File: config.mk
export PLATFORM = sky130hd
export DESIGN_NAME = mmio_uart_tx
export DESIGN_NICKNAME = d
export VERILOG_FILES = /design/src/rtl/mmio_uart_tx.sv
export SDC_FILE = /design/constraint.sdc
export NUM_CORES = 1
export LEC_CHECK = 0
export CAP_MARGIN = 20
export CORE_MARGIN = 5
export CORE_UTILIZATION = 51
export CTS_CLUSTER_DIAMETER = 40
export DETAILED_ROUTE_END_ITERATION = 6
export MAX_ROUTING_LAYER = met4
export PLACE_DENSITY = 0.78
export SLEW_MARGIN = 20
export SYNTH_ARGS = -nofsm -noshare
export SYNTH_HDL_FRONTEND = slang
export SYNTH_SLANG_ARGS = --single-unit
File: constraint.sdc
create_clock -name clk -period 4.3 [get_ports clk]
set_clock_uncertainty 0.15 [all_clocks]
set_input_delay 0.645 -clock clk [delete_from_list [all_inputs] [get_ports clk]]
set_output_delay 0.645 -clock clk [all_outputs]
set_load 0.02 [all_outputs]
File: src/rtl/mmio_uart_tx.sv
// Memory-mapped transmit-only UART: CPU writes bytes into a TX FIFO and a serializer drains it as 8N1 frames.
// Define MMIO_UART_PARITY_EN to insert an even-parity bit between the data bits and the stop bit.
module mmio_uart_tx #(
    parameter logic [31:0] ADDR_BASE    = 32'hFFFF_0000,
    parameter int          CLKS_PER_BIT = 16,
    parameter int          FIFO_DEPTH   = 8
) (
    input  logic        clk,
    input  logic        rst,
    input  logic [31:0] dmem_addr,
    input  logic        dmem_write,
    input  logic [3:0]  dmem_wmask,
    input  logic [31:0] dmem_wdata,
    output logic        periph_hit,
    output logic [31:0] periph_rdata,
    output logic        uart_tx
);

    localparam int              PTR_W     = $clog2(FIFO_DEPTH);
    localparam logic [PTR_W:0]  DEPTH_C   = (PTR_W + 1)'(FIFO_DEPTH);
    localparam logic [PTR_W:0]  CNT_ONE   = (PTR_W + 1)'(1);
    localparam logic [PTR_W-1:0] PTR_ONE  = PTR_W'(1);
    localparam logic [15:0]     BAUD_LAST = 16'(CLKS_PER_BIT - 1);
`ifdef MMIO_UART_PARITY_EN
    localparam logic            PAR_FLAG  = 1'b1;
`else
    localparam logic            PAR_FLAG  = 1'b0;
`endif

    typedef enum logic [2:0] {IDLE, START, DATA, PARITY, STOP} state_t;

    logic [7:0]       mem [FIFO_DEPTH];
    logic [PTR_W-1:0] wr_ptr_reg;
    logic [PTR_W-1:0] rd_ptr_reg;
    logic [PTR_W:0]   count_reg;
    logic             overflow_reg;

    state_t           state_reg, state_next;
    logic [15:0]      baud_reg, baud_next;
    logic [2:0]       bit_reg, bit_next;
    logic [7:0]       shift_reg, shift_next;
    logic             tx_reg, tx_next;
`ifdef MMIO_UART_PARITY_EN
    logic             parity_reg, parity_next;
`endif

    logic             push_req, push_ok, pop, clr_ovf;
    logic             full, empty, busy, baud_done;
    logic [7:0]       head;
    logic [31:0]      status_word;
    logic             unused_bits;

    // Address decode; the low two address bits are don't-care.
    assign periph_hit = (dmem_addr[31:3] == ADDR_BASE[31:3]);
    assign push_req   = periph_hit & dmem_write & ~dmem_addr[2] & dmem_wmask[0];
    assign clr_ovf    = periph_hit & dmem_write & dmem_addr[2] & dmem_wmask[3] & dmem_wdata[31];
    assign unused_bits = ^{dmem_addr[1:0], dmem_wdata[30:8], dmem_wmask[2:1]};

    assign full      = (count_reg == DEPTH_C);
    assign empty     = (count_reg == '0);
    // A pop on the same edge frees a slot, so a push into a full FIFO still lands.
    assign push_ok   = push_req & (~full | pop);
    assign head      = mem[rd_ptr_reg];
    assign baud_done = (baud_reg == BAUD_LAST);

    always_ff @(posedge clk) begin
        if (push_ok) begin
            mem[wr_ptr_reg] <= dmem_wdata[7:0];
        end
    end

    always_ff @(posedge clk or negedge rst) begin
        if (!rst) begin
            wr_ptr_reg   <= '0;
            rd_ptr_reg   <= '0;
            count_reg    <= '0;
            overflow_reg <= 1'b0;
        end else begin
            if (push_ok) begin
                wr_ptr_reg <= wr_ptr_reg + PTR_ONE;
            end
            if (pop) begin
                rd_ptr_reg <= rd_ptr_reg + PTR_ONE;
            end
            if (push_ok && !pop) begin
                count_reg <= count_reg + CNT_ONE;
            end else if (!push_ok && pop) begin
                count_reg <= count_reg - CNT_ONE;
            end
            if (push_req && !push_ok) begin
                overflow_reg <= 1'b1;
            end else if (clr_ovf) begin
                overflow_reg <= 1'b0;
            end
        end
    end

    // Serializer state register; uart_tx is driven from a flop so the line never glitches.
    always_ff @(posedge clk or negedge rst) begin
        if (!rst) begin
            state_reg  <= IDLE;
            baud_reg   <= '0;
            bit_reg    <= '0;
            shift_reg  <= '0;
            tx_reg     <= 1'b1;
`ifdef MMIO_UART_PARITY_EN
            parity_reg <= 1'b0;
`endif
        end else begin
            state_reg  <= state_next;
            baud_reg   <= baud_next;
            bit_reg    <= bit_next;
            shift_reg  <= shift_next;
            tx_reg     <= tx_next;
`ifdef MMIO_UART_PARITY_EN
            parity_reg <= parity_next;
`endif
        end
    end

    always_comb begin
        state_next  = state_reg;
        baud_next   = baud_reg;
        bit_next    = bit_reg;
        shift_next  = shift_reg;
        pop         = 1'b0;
`ifdef MMIO_UART_PARITY_EN
        parity_next = parity_reg;
`endif
        case (state_reg)
            IDLE: begin
                baud_next = '0;
                if (!empty) begin
                    pop        = 1'b1;
                    shift_next = head;
`ifdef MMIO_UART_PARITY_EN
                    parity_next = ^head;
`endif
                    state_next = START;
                end
            end
            START: begin
                if (baud_done) begin
                    baud_next  = '0;
                    bit_next   = '0;
                    state_next = DATA;
                end else begin
                    baud_next = baud_reg + 16'd1;
                end
            end
            DATA: begin
                if (baud_done) begin
                    baud_next  = '0;
                    shift_next = {1'b0, shift_reg[7:1]};
                    if (bit_reg == 3'd7) begin
`ifdef MMIO_UART_PARITY_EN
                        state_next = PARITY;
`else
                        state_next = STOP;
`endif
                    end else begin
                        bit_next = bit_reg + 3'd1;
                    end
                end else begin
                    baud_next = baud_reg + 16'd1;
                end
            end
`ifdef MMIO_UART_PARITY_EN
            PARITY: begin
                if (baud_done) begin
                    baud_next  = '0;
                    state_next = STOP;
                end else begin
                    baud_next = baud_reg + 16'd1;
                end
            end
`endif
            STOP: begin
                if (baud_done) begin
                    baud_next = '0;
                    // Chain straight into the next frame when data is waiting.
                    if (!empty) begin
                        pop        = 1'b1;
                        shift_next = head;
`ifdef MMIO_UART_PARITY_EN
                        parity_next = ^head;
`endif
                        state_next = START;
                    end else begin
                        state_next = IDLE;
                    end
                end else begin
                    baud_next = baud_reg + 16'd1;
                end
            end
            default: begin
                state_next = IDLE;
            end
        endcase
    end

    always_comb begin
        tx_next = 1'b1;
        busy    = (state_reg != IDLE);
        case (state_reg)
            START:   tx_next = 1'b0;
            DATA:    tx_next = shift_reg[0];
`ifdef MMIO_UART_PARITY_EN
            PARITY:  tx_next = parity_reg;
`endif
            default: tx_next = 1'b1;
        endcase
    end

    assign uart_tx = tx_reg;

    assign status_word  = {16'h0000, 8'(count_reg), 3'b000, PAR_FLAG,
                           overflow_reg, busy, empty, full};
    assign periph_rdata = (periph_hit && dmem_addr[2]) ? status_word : 32'h0000_0000;

endmodule

# == Yosys cells after proc, flatten, opt, wreduce, memory -nomap -nowiden ==
# Memory sizes are Yosys's and may differ from the RTL's.
# Cells that the tools add are included.
# totals
regBits,42
latchBits,0
mem_bits_rw,64
mem_bits_ro,0
in_bits,71
output_inout_bits,34
elab_cells,85
mem_count,1
# classes
addsub,6
mul,0
div,0
order_cmp,0
n_eq_ne,13
shifts,0
mux,28
bitwise,10
n_reduce_logical,18
# mem_list
memory,depth,width,read_ports,rd_clocked_by_memory_dff,wr,line,text
mem,8,8,1,0,1,32,logic [7:0] mem [FIFO_DEPTH];
# op_table
op,count
$pmux W16 S2,1
$eq A29 B29 Y1 const B,1
$mux W3,8
$mux W8,3
$pmux W8 S3,1
$add A16 B1 Y16 const B,1
$eq A16 B4 Y1 const B,1
$mux W16,1
$mux W12,1
$ne A2 B2 Y1 const B,6
$pmux W3 S4,1
$add A3 B1 Y3 const B,3
$mux W4,2
$reduce_bool A2 Y1,4
$and A1 B1 Y1,7
$mux W1,7
$eq A3 B3 Y1 const B,2
$pmux W3 S2,1
$reduce_bool A3 Y1,2
$reduce_and A5 Y1,1
$add A4 B1 Y4 const B,1
$eq A4 B4 Y1 const B,1
$logic_and A1 B1 Y1,4
$logic_not A4 Y1,1
11 further kinds,14

# == Depth between registers and ports, before layout ==
# Gate-level depths: netlist of run 1.
# logic_depth
ltp_word,10
ltp_mapped,14
mapped_depth_nobuf,13

# == Worst setup path after synthesis of run 1 ==
# No wires, ideal clock.
# synth_path
kind,flip-flop to flip-flop
startpoint,register baud_reg[10]
endpoint,register count_reg[3]
setup_time_ps,125
arrival_ps,3189
required_ps,4025
setup_slack_ps,836
path_stages_with_launch,14
path_buffers,1
synth_period_minus_slack_ps,3464
path_cell_list,dfrtp_1 > or4_4 > o41ai_2 > a21oi_2 > nor4_4 > buf_4 > ha_1 > inv_1 > ha_1 > a21o_1 > a21oi_1 > xnor2_1 > nor2_1 > xor2_1
# synth_via
elab_chain_cells,8
elab_cells_between_ends,11
classes_between,1 x eq/ne; 3 x mux; 2 x bitwise; 5 x reduce/logical
# synth_lines
element,line,text
"start, declared",39,"logic [15:0] baud_reg, baud_next;"
"start signal, assigned",111,baud_reg <= baud_next;
$eq A16 B4 Y1 (*),64,assign baud_done = (baud_reg == BAUD_LAST);
$mux W1 (*),179,if (baud_done) begin
$pmux W1 S2 (*),130,case (state_reg)
$or A1 B1 Y1 (*),62,assign push_ok = push_req & (~full | pop);
$and A1 B1 Y1 (*),62,
via push_ok,47,"logic push_req, push_ok, pop, clr_ovf;"
$logic_not A1 Y1,87,end else if (!push_ok && pop) begin
$logic_and A1 B1 Y1,87,
$reduce_bool A2 Y1 (no source line),-,
"end signal, assigned",86,count_reg <= count_reg + CNT_ONE;
"end signal, assigned",88,count_reg <= count_reg - CNT_ONE;
"end, declared",35,logic [PTR_W:0] count_reg;
# Mark *: on every way through the listed nets, which the timed path passes. The rest lies on a longest branch.
# A chain may end at the register's enable or synchronous reset.

# == Worst setup path after layout of run 1 ==
# layout_path
startpoint,input port dmem_addr[23]
endpoint,output port periph_rdata[9]
# layout_via
elab_chain_cells,3
# layout_lines
element,line,text
"start, declared",10,"input logic [31:0] dmem_addr,"
$eq A29 B29 Y1,54,assign periph_hit = (dmem_addr[31:3] == ADDR_BASE[31:3]);
$logic_and A1 B1 Y1,219,assign periph_rdata = (periph_hit && dmem_addr[2]) ? status_word : 32'h0000_0000;
$mux W12,219,
"end, declared",15,"output logic [31:0] periph_rdata,"
# No other way between the ends.

==> results of run 1 <==
[cells by family after synthesis]
kind of cell / synth area share, %
compound gates: 4.98
fa+ha+maj: 2.60
flops: 59.4
simple gates: 12.8
xor+xnor: 2.98
buf+inv: 5.25
mux: 11.9
other cells: 0.0749
[cell usage in the layout, fill, tap and decap left out, types with 3 or more instances in the layout]
master | netlist | final
a21oi_1 | 8 | 8
xnor2_1 | 9 | 9
and2_1 | 6 | 6
and3_1 | 6 | 6
inv_1 | 8 | 8
o21ai_0 | 12 | 12
nor2_1 | 26 | 26
mux2i_1 | 11 | 11
a21o_1 | 3 | 3
nand2_1 | 22 | 22
conb_1 | 1 | 24
nor4_1 | 4 | 4
ha_1 | 8 | 8
edfxtp_1 | 64 | 64
dfrtp_1 | 41 | 40
and4b_1 | 3 | 3
xor2_1 | 8 | 8
clkbuf_8 | 0 | 9
nand3_1 | 9 | 9
nand4_1 | 10 | 10
mux2_2 | 10 | 10
nor3_1 | 5 | 5
nor2b_1 | 3 | 3
clkdlybuf4s50_1 | 0 | 52
or4_1 | 4 | 4
mux4_2 | 16 | 16
inv_8 | 0 | 3
[critical path, delay by kind of cell]
family                 cells  cell delay (ns)
buffers and inverters      2             1.07
and+or+nand+nor            4             1.19
[per-stage QoR]
| stage | instances | power, mW | area [µm²] | worst slack, ns | utilization (%) |
|---|---|---|---|---|---|
| after floorplan | 389 | 1.14 | 5090 | 0.836 | - |
| after global placement | 541 | 1.18 | 5570 | 0.653 | 57.5 |
| after detailed placement | 541 | 1.18 | 5570 | 0.605 | 57.5 |
| after CTS | 557 | 1.79 | 5770 | 0.590 | 59.6 |
| after global routing | 557 | 1.84 | 5770 | 0.357 | 59.6 |
| final | 557 | 1.78 | 5770 | 0.606 | 59.6 |
[report_power, final]
part	switching (mW)	internal [mW]	leakage, nW	total (mW)
combinational	0.0403	0.0347	0.973	0.0750
clock	0.386	0.237	0.106	0.623
sequential	0.00000000235	1.08	1.11	1.08
total	0.426	1.35	2.19	1.78
[area by class of cell]
class                   instances  area share [%]
clock buffers                   9            2.15
flip-flops and latches        106            51.5
clock inverters                 7            1.45
well taps                     133            2.88
multi-input cells             239            32.1
inverters                       8           0.520
repair buffers                 55            9.36
[routing by layer]
metal	GRT usage, %	vias up	part of all wire [%]
met1	20.5	1476	43
met4	4.51	0	1.2
met5	-	-	0
met3	3.85	10	4.5
met2	27.7	75	52
li1	-	1432	-
[final timing paths]
path | end | from | depth (start not counted)
worst min register to register | bit_reg[0]$_DFFE_PN0P_ | bit_reg[0]$_DFFE_PN0P_ | 1
max in group asynchronous | rd_ptr_reg[0]$_DFFE_PN0P_ | rst | 1
worst max-delay path | periph_rdata[9] | dmem_addr[23] | 6
worst min-delay path | baud_reg[13]$_DFFE_PN0P_ | rst | 1
worst max register to register | count_reg[3]$_DFFE_PN0P_ | baud_reg[10]$_DFFE_PN0P_ | 13
min in group clk | bit_reg[0]$_DFFE_PN0P_ | bit_reg[0]$_DFFE_PN0P_ | 1
[synthesized netlist by cell type (2+ instances only)]
master    count
and3b_1       2
nor4_1        4
a21o_1        3
and4bb_1      2
clkbuf_1      6
mux4_2       16
mux2i_1      11
nor2b_1       3
xor2_1        8
nand2b_1      2
buf_1         2
nand3_1       9
nor2_1       26
nand4_1      10
nor3_1        5
mux2_2       10
dfrtp_1      41
or4_4         2
nor3b_1       2
buf_4        25
ha_1          8
or4_1         4
o21ai_0      12
xnor2_1       9
nand2_1      22
buf_2         3
edfxtp_1     64
inv_1         8
and4b_1       3
a21oi_1       8
o22ai_1       2
and2_1        6
and3_1        6
==> results.py, run 1 <==
metrics = {
    "timing": {
        "hold_viol": 0,
        "max_freq_mhz": 271,
        "slew_headroom_pct": 37.7,
        "setup_violations": 0,
        "worst_pin_slew_ns": 0.934,
        "rsz0062_at_grt": "false",
        "min_period_ns": 3.69,
        "slew_viol_final": 0,
        "fin_setup_tns_ns": 0,
        "fin_crit_sh_pct": 85.9,
        "holdWs_ns": 0.252,
    },
    "clocking": {
        "hold_buffers": 0,
        "post_cts_buffers": 0,
        "clock_path_buffers": 2,
        "htreeDepth": 3,
        "post_cts_resize_count": 0,
        "cts_made_buffers": 9,
        "cts_root_buffer": "clkbuf_8",
        "clk_pin_slew_ns": 0.11,
        "clk_latency_ns": 0.38,
        "cts_tree": "yes",
        "cts_num_sinks": 106,
    },
    "setup_path": {
        "endpoint_kind": "output port",
        "worstPathMaxFanout": 6,
        "worst_setup_path_start_kind": "input pin",
        "cp_slowest_cell": "clkdlybuf4s50_1",
        "required_ns": 3.50,
        "worst_ep_arrival_time_ns": 2.90,
        "critPathMostFrequentCell": "clkdlybuf4s50_1",
        "path_cells": "clkdlybuf4s50_1 > nand4_1 > nor4_1 > nor3b_1 > and2_1 > clkdlybuf4s50_1",
        "crit_type": "in -> out",
        "rrSetupSlack_ns": 0.83,
        "slowest_delay_ns": 0.61,
    },
    "logic_synthesis": {
        "yosysWarningCount": 0,
        "yosysSeqAreaShare_pct": 59.4,
        "synth_top_area_share_pct": 38.4,
        "synth.largest_area_cell": "edfxtp_1",
        "synth_edf_count": 64,
        "synth_area_leaders": "edfxtp_1 (38%), dfrtp_1 (21%), mux4_2 (7.2%)",
        "syn_inst": 366,
        "ys_ff_latch": 106,
        "syn-cell-area_um2": 5000,
        "synth-main-ff-cell": "edfxtp_1",
        "synth.avg_cell_area_um2": 13.7,
        "ys_async_sr_fraction_pct": 39.6,
        "synth_cell_types": 55,
    },
    "cells_and_area": {
        "antenna-diode-count": 0,
        "largest_register_ffs": 64,
        "nets": 499,
        "regArea_um2": 2980,
        "drive_gt1_share_pct": 12.7,
        "syn_to_final_growth_pct": 15.4,
        "fillCellCount": 756,
        "multi_input_area_um2": 1850,
    },
    "global_route": {
        "grt_pass1_wl_mm": 14.8,
        "grt_pass1_vias": 3026,
        "grt_start_max_net_pins": 43,
        "grt_usage_pct": 16.6,
        "antenna_found_initial": 0,
        "overflow": 0,
    },
    "route": {
        "routed_wirelength_mm": 8.80,
        "via_per_inst": 5.37,
        "drtIter0Drc": 153,
        "drt-wirelength-per-cell_um": 15.8,
        "dr.pass1.iters": 4,
        "drtAntennaViolNets": 0,
        "drc_errors": 0,
        "vias": 2993,
    },
    "placed_design": {
        "dp_hpwl_mm": 6.20,
        "port_buffers": 53,
        "gp_congestion": 0.781,
    },
    "die": {
        "ios": 105,
        "dieArea_um2": 11900,
        "rows": 36,
        "coreArea_um2": 9680,
        "die_w_um": 109,
        "initial_utilization_pct": 51.7,
        "dieHeight_um": 109,
    },
    "flow_run": {
        "drv_cap": 0,
    },
    "run_status": {
        "status": "finished clean",
    },
    "power": {
        "powerDensity_nw_per_um2": 308,
        "p_leak_nw": 2.19,
        "ir_drop_mv": 0.307,
    },
    "min_path": {
        "hold_path_class": "in -> async",
    },
}
Power figures use the tool's default switching activity.
==> run 2: changes to the inputs <==
- CAP_MARGIN: 20 -> 15
==> results of run 2 <==
The final DEF is identical to that of run 1; final timing and power are the same.
